## config.mk

```make
export PLATFORM = sky130hd
export DESIGN_NAME = elastic_pipe_reg
export DESIGN_NICKNAME = d
export VERILOG_FILES = /design/src/rtl/pipe_pkg.sv /design/src/rtl/elastic_pipe_reg_skid_stage.sv /design/src/rtl/elastic_pipe_reg.sv
export SDC_FILE = /design/constraint.sdc
export NUM_CORES = 1
export LEC_CHECK = 0
export CAP_MARGIN = 5
export CORE_MARGIN = 2
export CORE_UTILIZATION = 45
export CTS_CLUSTER_SIZE = 40
export DETAILED_ROUTE_END_ITERATION = 12
export PLACE_DENSITY = 0.78
export SKIP_LAST_GASP = 1
export SYNTH_ARGS = -nofsm -noshare
export SYNTH_HDL_FRONTEND = slang
export SYNTH_SLANG_ARGS = --single-unit
```

## constraint.sdc

```tcl
create_clock -name clk -period 1.7 [get_ports clk]
set_input_delay 0.17 -clock clk [delete_from_list [all_inputs] [get_ports clk]]
set_output_delay 0.17 -clock clk [all_outputs]
set_load 0.01 [all_outputs]
```

## src/rtl/pipe_pkg.sv

```systemverilog
// Shared definitions for the elastic pipeline register and its skid stages.
package pipe_pkg;

    localparam int unsigned MAX_DEPTH = 8;

    // Width needed to count 0..2*depth held entries.
    function automatic int unsigned OCC_W(input int unsigned depth);
        return $clog2(2 * depth + 1);
    endfunction

endpackage

```

## src/rtl/elastic_pipe_reg_skid_stage.sv

```systemverilog
// One elastic stage: a main register backed by a skid register so that
// the upstream ready only depends on local state (registered ready).
module skid_stage
    import pipe_pkg::*;
#(
    parameter int unsigned          WIDTH     = 32,
    parameter logic [WIDTH-1:0]     RESET_VAL = '0
) (
    input  logic             clk,
    input  logic             rst,
    input  logic             flush,
    input  logic             in_valid_i,
    output logic             in_ready_o,
    input  logic [WIDTH-1:0] in_data_i,
    output logic             out_valid_o,
    input  logic             out_ready_i,
    output logic [WIDTH-1:0] out_data_o,
    output logic [1:0]       count_o
);

    logic             mv_q, mv_d;
    logic             sv_q, sv_d;
    logic [WIDTH-1:0] md_q, md_d;
    logic [WIDTH-1:0] sd_q, sd_d;
    logic             pop;
    logic             push;

    assign pop  = mv_q & out_ready_i;
    assign push = in_valid_i & ~sv_q;

    always_comb begin
        mv_d = mv_q;
        sv_d = sv_q;
        md_d = md_q;
        sd_d = sd_q;
        if (pop && sv_q) begin
            // skid set implies no push this edge, so only the refill happens
            md_d = sd_q;
            sv_d = 1'b0;
        end else if (pop) begin
            mv_d = push;
            if (push) md_d = in_data_i;
        end else if (push) begin
            if (!mv_q) begin
                mv_d = 1'b1;
                md_d = in_data_i;
            end else begin
                sv_d = 1'b1;
                sd_d = in_data_i;
            end
        end
        if (flush) begin
            mv_d = 1'b0;
            sv_d = 1'b0;
        end
    end

    always_ff @(posedge clk) begin
        if (rst) begin
            mv_q <= 1'b0;
            sv_q <= 1'b0;
            md_q <= RESET_VAL;
            sd_q <= RESET_VAL;
        end else begin
            mv_q <= mv_d;
            sv_q <= sv_d;
            md_q <= md_d;
            sd_q <= sd_d;
        end
    end

    assign in_ready_o  = ~sv_q;
    assign out_valid_o = mv_q;
    assign out_data_o  = md_q;
    assign count_o     = {1'b0, mv_q} + {1'b0, sv_q};

endmodule

```

## src/rtl/elastic_pipe_reg.sv

```systemverilog
// DEPTH-stage elastic pipeline register: chained skid stages with
// valid/ready handshake, synchronous flush and an occupancy count.
module elastic_pipe_reg
    import pipe_pkg::*;
#(
    parameter int unsigned      WIDTH     = 32,
    parameter int unsigned      DEPTH     = 1,
    parameter logic [WIDTH-1:0] RESET_VAL = '0
) (
    input  logic                       clk,
    input  logic                       rst,
    input  logic                       flush,
    input  logic                       in_valid,
    output logic                       in_ready,
    input  logic [WIDTH-1:0]           in_data,
    output logic                       out_valid,
    input  logic                       out_ready,
    output logic [WIDTH-1:0]           out_data,
    output logic [OCC_W(DEPTH)-1:0]    occupancy
);

    localparam int unsigned OW = OCC_W(DEPTH);

    if (DEPTH < 1 || DEPTH > MAX_DEPTH || WIDTH < 1 || WIDTH > 64) begin : g_bad_param
        $error("elastic_pipe_reg: illegal WIDTH=%0d / DEPTH=%0d", WIDTH, DEPTH);
    end

    logic [DEPTH:0]              vld;
    logic [DEPTH:0]              rdy;
    logic [DEPTH:0][WIDTH-1:0]   dat;
    logic [DEPTH-1:0][1:0]       cnt;
    logic [OW-1:0]               occ_sum;

    assign vld[0]     = in_valid;
    assign dat[0]     = in_data;
    assign in_ready   = rdy[0];
    assign out_valid  = vld[DEPTH];
    assign out_data   = dat[DEPTH];
    assign rdy[DEPTH] = out_ready;

    for (genvar k = 0; k < DEPTH; k++) begin : g_stage
        skid_stage #(
            .WIDTH     (WIDTH),
            .RESET_VAL (RESET_VAL)
        ) u_stage (
            .clk         (clk),
            .rst         (rst),
            .flush       (flush),
            .in_valid_i  (vld[k]),
            .in_ready_o  (rdy[k]),
            .in_data_i   (dat[k]),
            .out_valid_o (vld[k+1]),
            .out_ready_i (rdy[k+1]),
            .out_data_o  (dat[k+1]),
            .count_o     (cnt[k])
        );
    end

    // Sum of registered valid bits, so it moves on the same edge as the entries.
    always_comb begin
        occ_sum = '0;
        for (int unsigned k = 0; k < DEPTH; k++) begin
            occ_sum = occ_sum + OW'(cnt[k]);
        end
    end

    assign occupancy = occ_sum;

endmodule

```

==> impl_metrics.tcl <==
set metrics [dict create \
    numPortBuffers 72 \
    worst_setup_path_start_kind "register" \
    layout_commonest_cell "clkdlybuf4s50_1" \
    drt_iter0_drc 95 \
    maximum_number_of_pins_on_one_net_before_global_route_repair 43 \
    clk_pin_slew_worst_paths_ns 0.07 \
    power_per_cell_area_mw_per_mm2 925 \
    final_cell_area_sq_mm 0.00359 \
    report.final.setup_viol 0 \
    mostFrequentLayoutCells "clkdlybuf4s50_1 (70), a21oi_1 (66), nand2_1 (64), dfxtp_1 (64), inv_1 (33)" \
    cts_root_buf "clkbuf_8" \
    initial_utilization 0.459 \
    count_of_cells_resized_by_post_cts_repair 2 \
    first_global_vias 2172 \
    cts_hold_repair.buffers 0 \
    synth.top_cells.by_area "dfxtp_1 (49%), o221a_1 (13%), a21oi_1 (12%)" \
    gr-total-overflow 0 \
    worst_hold_path_type "input pin to register" \
    slew_violations 0 \
    multi_input_combinational_cell_area_sq_mm 0.00103 \
    status "complete, no violations" \
    drive_above_1_share 0.0761 \
    report.final.hold_viol_count 0 \
    dieHeight_um 81.2 \
    crit_arrival_ns 1.42 \
    setup_slack_ns 0.110 \
    grt_usage 0.194 \
    num_antenna_cells 0 \
    critPathCaptureType "output pin" \
    criticalPathCategory "register to output pin" \
    top_level_ports 73 \
    final_net_count 401 \
    worst-slew-pin-transition_ns 0.467 \
    area_growth_pct 33.9 \
    number_of_core_rows 28 \
    finalSetupTns_ns 0 \
    drt_first_pass_iters 4 \
    timing.slew.headroom 0.688 \
    wirelength_um 6140 \
    yosysTopAreaCell "dfxtp_1" \
    via_per_instance_ratio 5.21 \
    syn_inst 298 \
    netlist-cell-type-count 23 \
    number_of_synthesized_register_bits 66 \
    power.leakage_uw 0.00125 \
    clock_tree.htree_level_count 3 \
    dpl-instance-area_sq_mm 0.00341 \
    remaining_design_rule_violation_count 0 \
    period_needed_ns 1.59 \
    critical_path_required_ns 1.53 \
    syn_area_per_cell_sq_um 9.01 \
    global_route_wire_length_before_repair_um 9870 \
    yosysWarnings 0 \
    syn-num-nets 336 \
    fp.dieW_um 81.2 \
    layout_worst_path_cycle_share 0.935 \
    fraction_of_the_yosys_area_taken_by_sequential_cells 0.492 \
    antenna_found_initial 0 \
    dp_hpwl_um 3970 \
    fmax_mhz 629 \
    max_cap_violations 0 \
    yosys.area.top_type_share 0.492 \
    place_inst 427 \
    final.setup_skew_ns 0.00895 \
    detail_route.wl_per_cell_um 13.9 \
    design.core.area_sq_mm 0.00585 \
    layout.filler_cells 491 \
    pre_cts_slack_ns 0.0285 \
    ir_worst_vdd_mv 0.485 \
    numClockSinks 66 \
    mappedNetlistArea_sq_mm 0.00268 \
    post-cts-setup-buffer-count 0 \
    ff_latch_area_sq_mm 0.00133 \
    cp_max_fo 9 \
    cts_tree "built" \
    ant_nets 0 \
    dr_total_vias 2306 \
    floorplan.die_area_sq_mm 0.00660 \
    finalNonFillerCells 443 \
    unrepaired_setup_endpoints_after_global_routing "no" \
    clock_latency_reported_for_the_late_side_of_the_worst_skew_pair_ns 0.33 \
    cts_bufs_inserted 9 \
    clock_tree.buffer_depth 2 \
    place.gp.congestion 0.745 \
]
worst max-delay path: stages (launching register included):
cell and delay, ns:
dfxtp_2 0.40, ha_1 0.17, clkdlybuf4s50_1 0.53
state kept, by name (all words and copies together), names as in the netlist:
register,cells
g_stage.u_stage.sv_q,1
g_stage.u_stage.out_valid_o,1
g_stage.u_stage.out_data_o,32
g_stage.u_stage.sd_q,32
kinds of logic (layout without fill, tap and decap cells):
family                   Yosys count  after routing  share of synthesized area
AO/OA/AOI/OAI                    101            101                      0.270
AND/OR/NAND/NOR                   71             71                      0.110
flip-flops                        66             66                      0.492
buffers and inverters             59            129                      0.122
adder cells (fa/ha/maj)            1              1                    0.00466
per-stage QoR:
step | total power [uW] | hold slack (ns) | util
2_1_floorplan | 1890 | 0.249 | -
5_1_grt | 3460 | 0.310 | 0.614
3_3_place_gp | 2120 | 0.441 | 0.583
6_report | 3320 | 0.293 | 0.614
3_5_place_dp | 2140 | 0.447 | 0.583
4_1_cts | 3350 | 0.288 | 0.614
metal layers:
layer | global-route usage | wire, um
met1 | 0.248 | 2740
met2 | 0.317 | 3020
met5 | 0 | 0
met4 | 0.0780 | 93
met3 | 0.0433 | 294
where the power goes:
| group | internal (uW) | switching (uW) | total (uW) |
|---|---|---|---|
| clock network | 675 | 549 | 1220 |
| registers | 1620 | 43.2 | 1660 |
| logic | 256 | 182 | 439 |
final timing paths:
check | from | to | slack (ns) | depth (start not counted)
max reg2reg | g_stage[0].u_stage.sv_q | g_stage[0].u_stage.out_data_o[28] | 0.40 | 3
max | g_stage[0].u_stage.sv_q | occupancy[1] | 0.11 | 2
min | rst | g_stage[0].u_stage.sd_q[1] | 0.29 | 2
min reg2reg | g_stage[0].u_stage.sd_q[4] | g_stage[0].u_stage.sd_q[4] | 0.45 | 2
Yosys cell counts:
library cell / number
a2111oi_0: 1
a21oi_1: 66
and2_1: 1
and3_1: 1
and4bb_1: 1
buf_2: 6
buf_4: 5
buf_6: 10
clkbuf_1: 3
dfxtp_1: 66
dlygate4sd1_1: 1
ha_1: 1
inv_1: 33
inv_2: 1
nand2_1: 64
nand2b_1: 1
nand4bb_1: 1
nor2b_2: 1
nor3_1: 1
o21ai_2: 1
o221a_1: 30
o221a_2: 2
o22a_4: 1
cell type report:
class	instances	share of cell area
Timing Repair Buffer	79	0.232
Clock buffer	13	0.0386
Tap cell	75	0.0261
Inverter	34	0.0355
Clock inverter	3	0.0111
Sequential cell	66	0.369
Multi-Input combinational cell	173	0.288
Power figures use the tool's default switching activity.
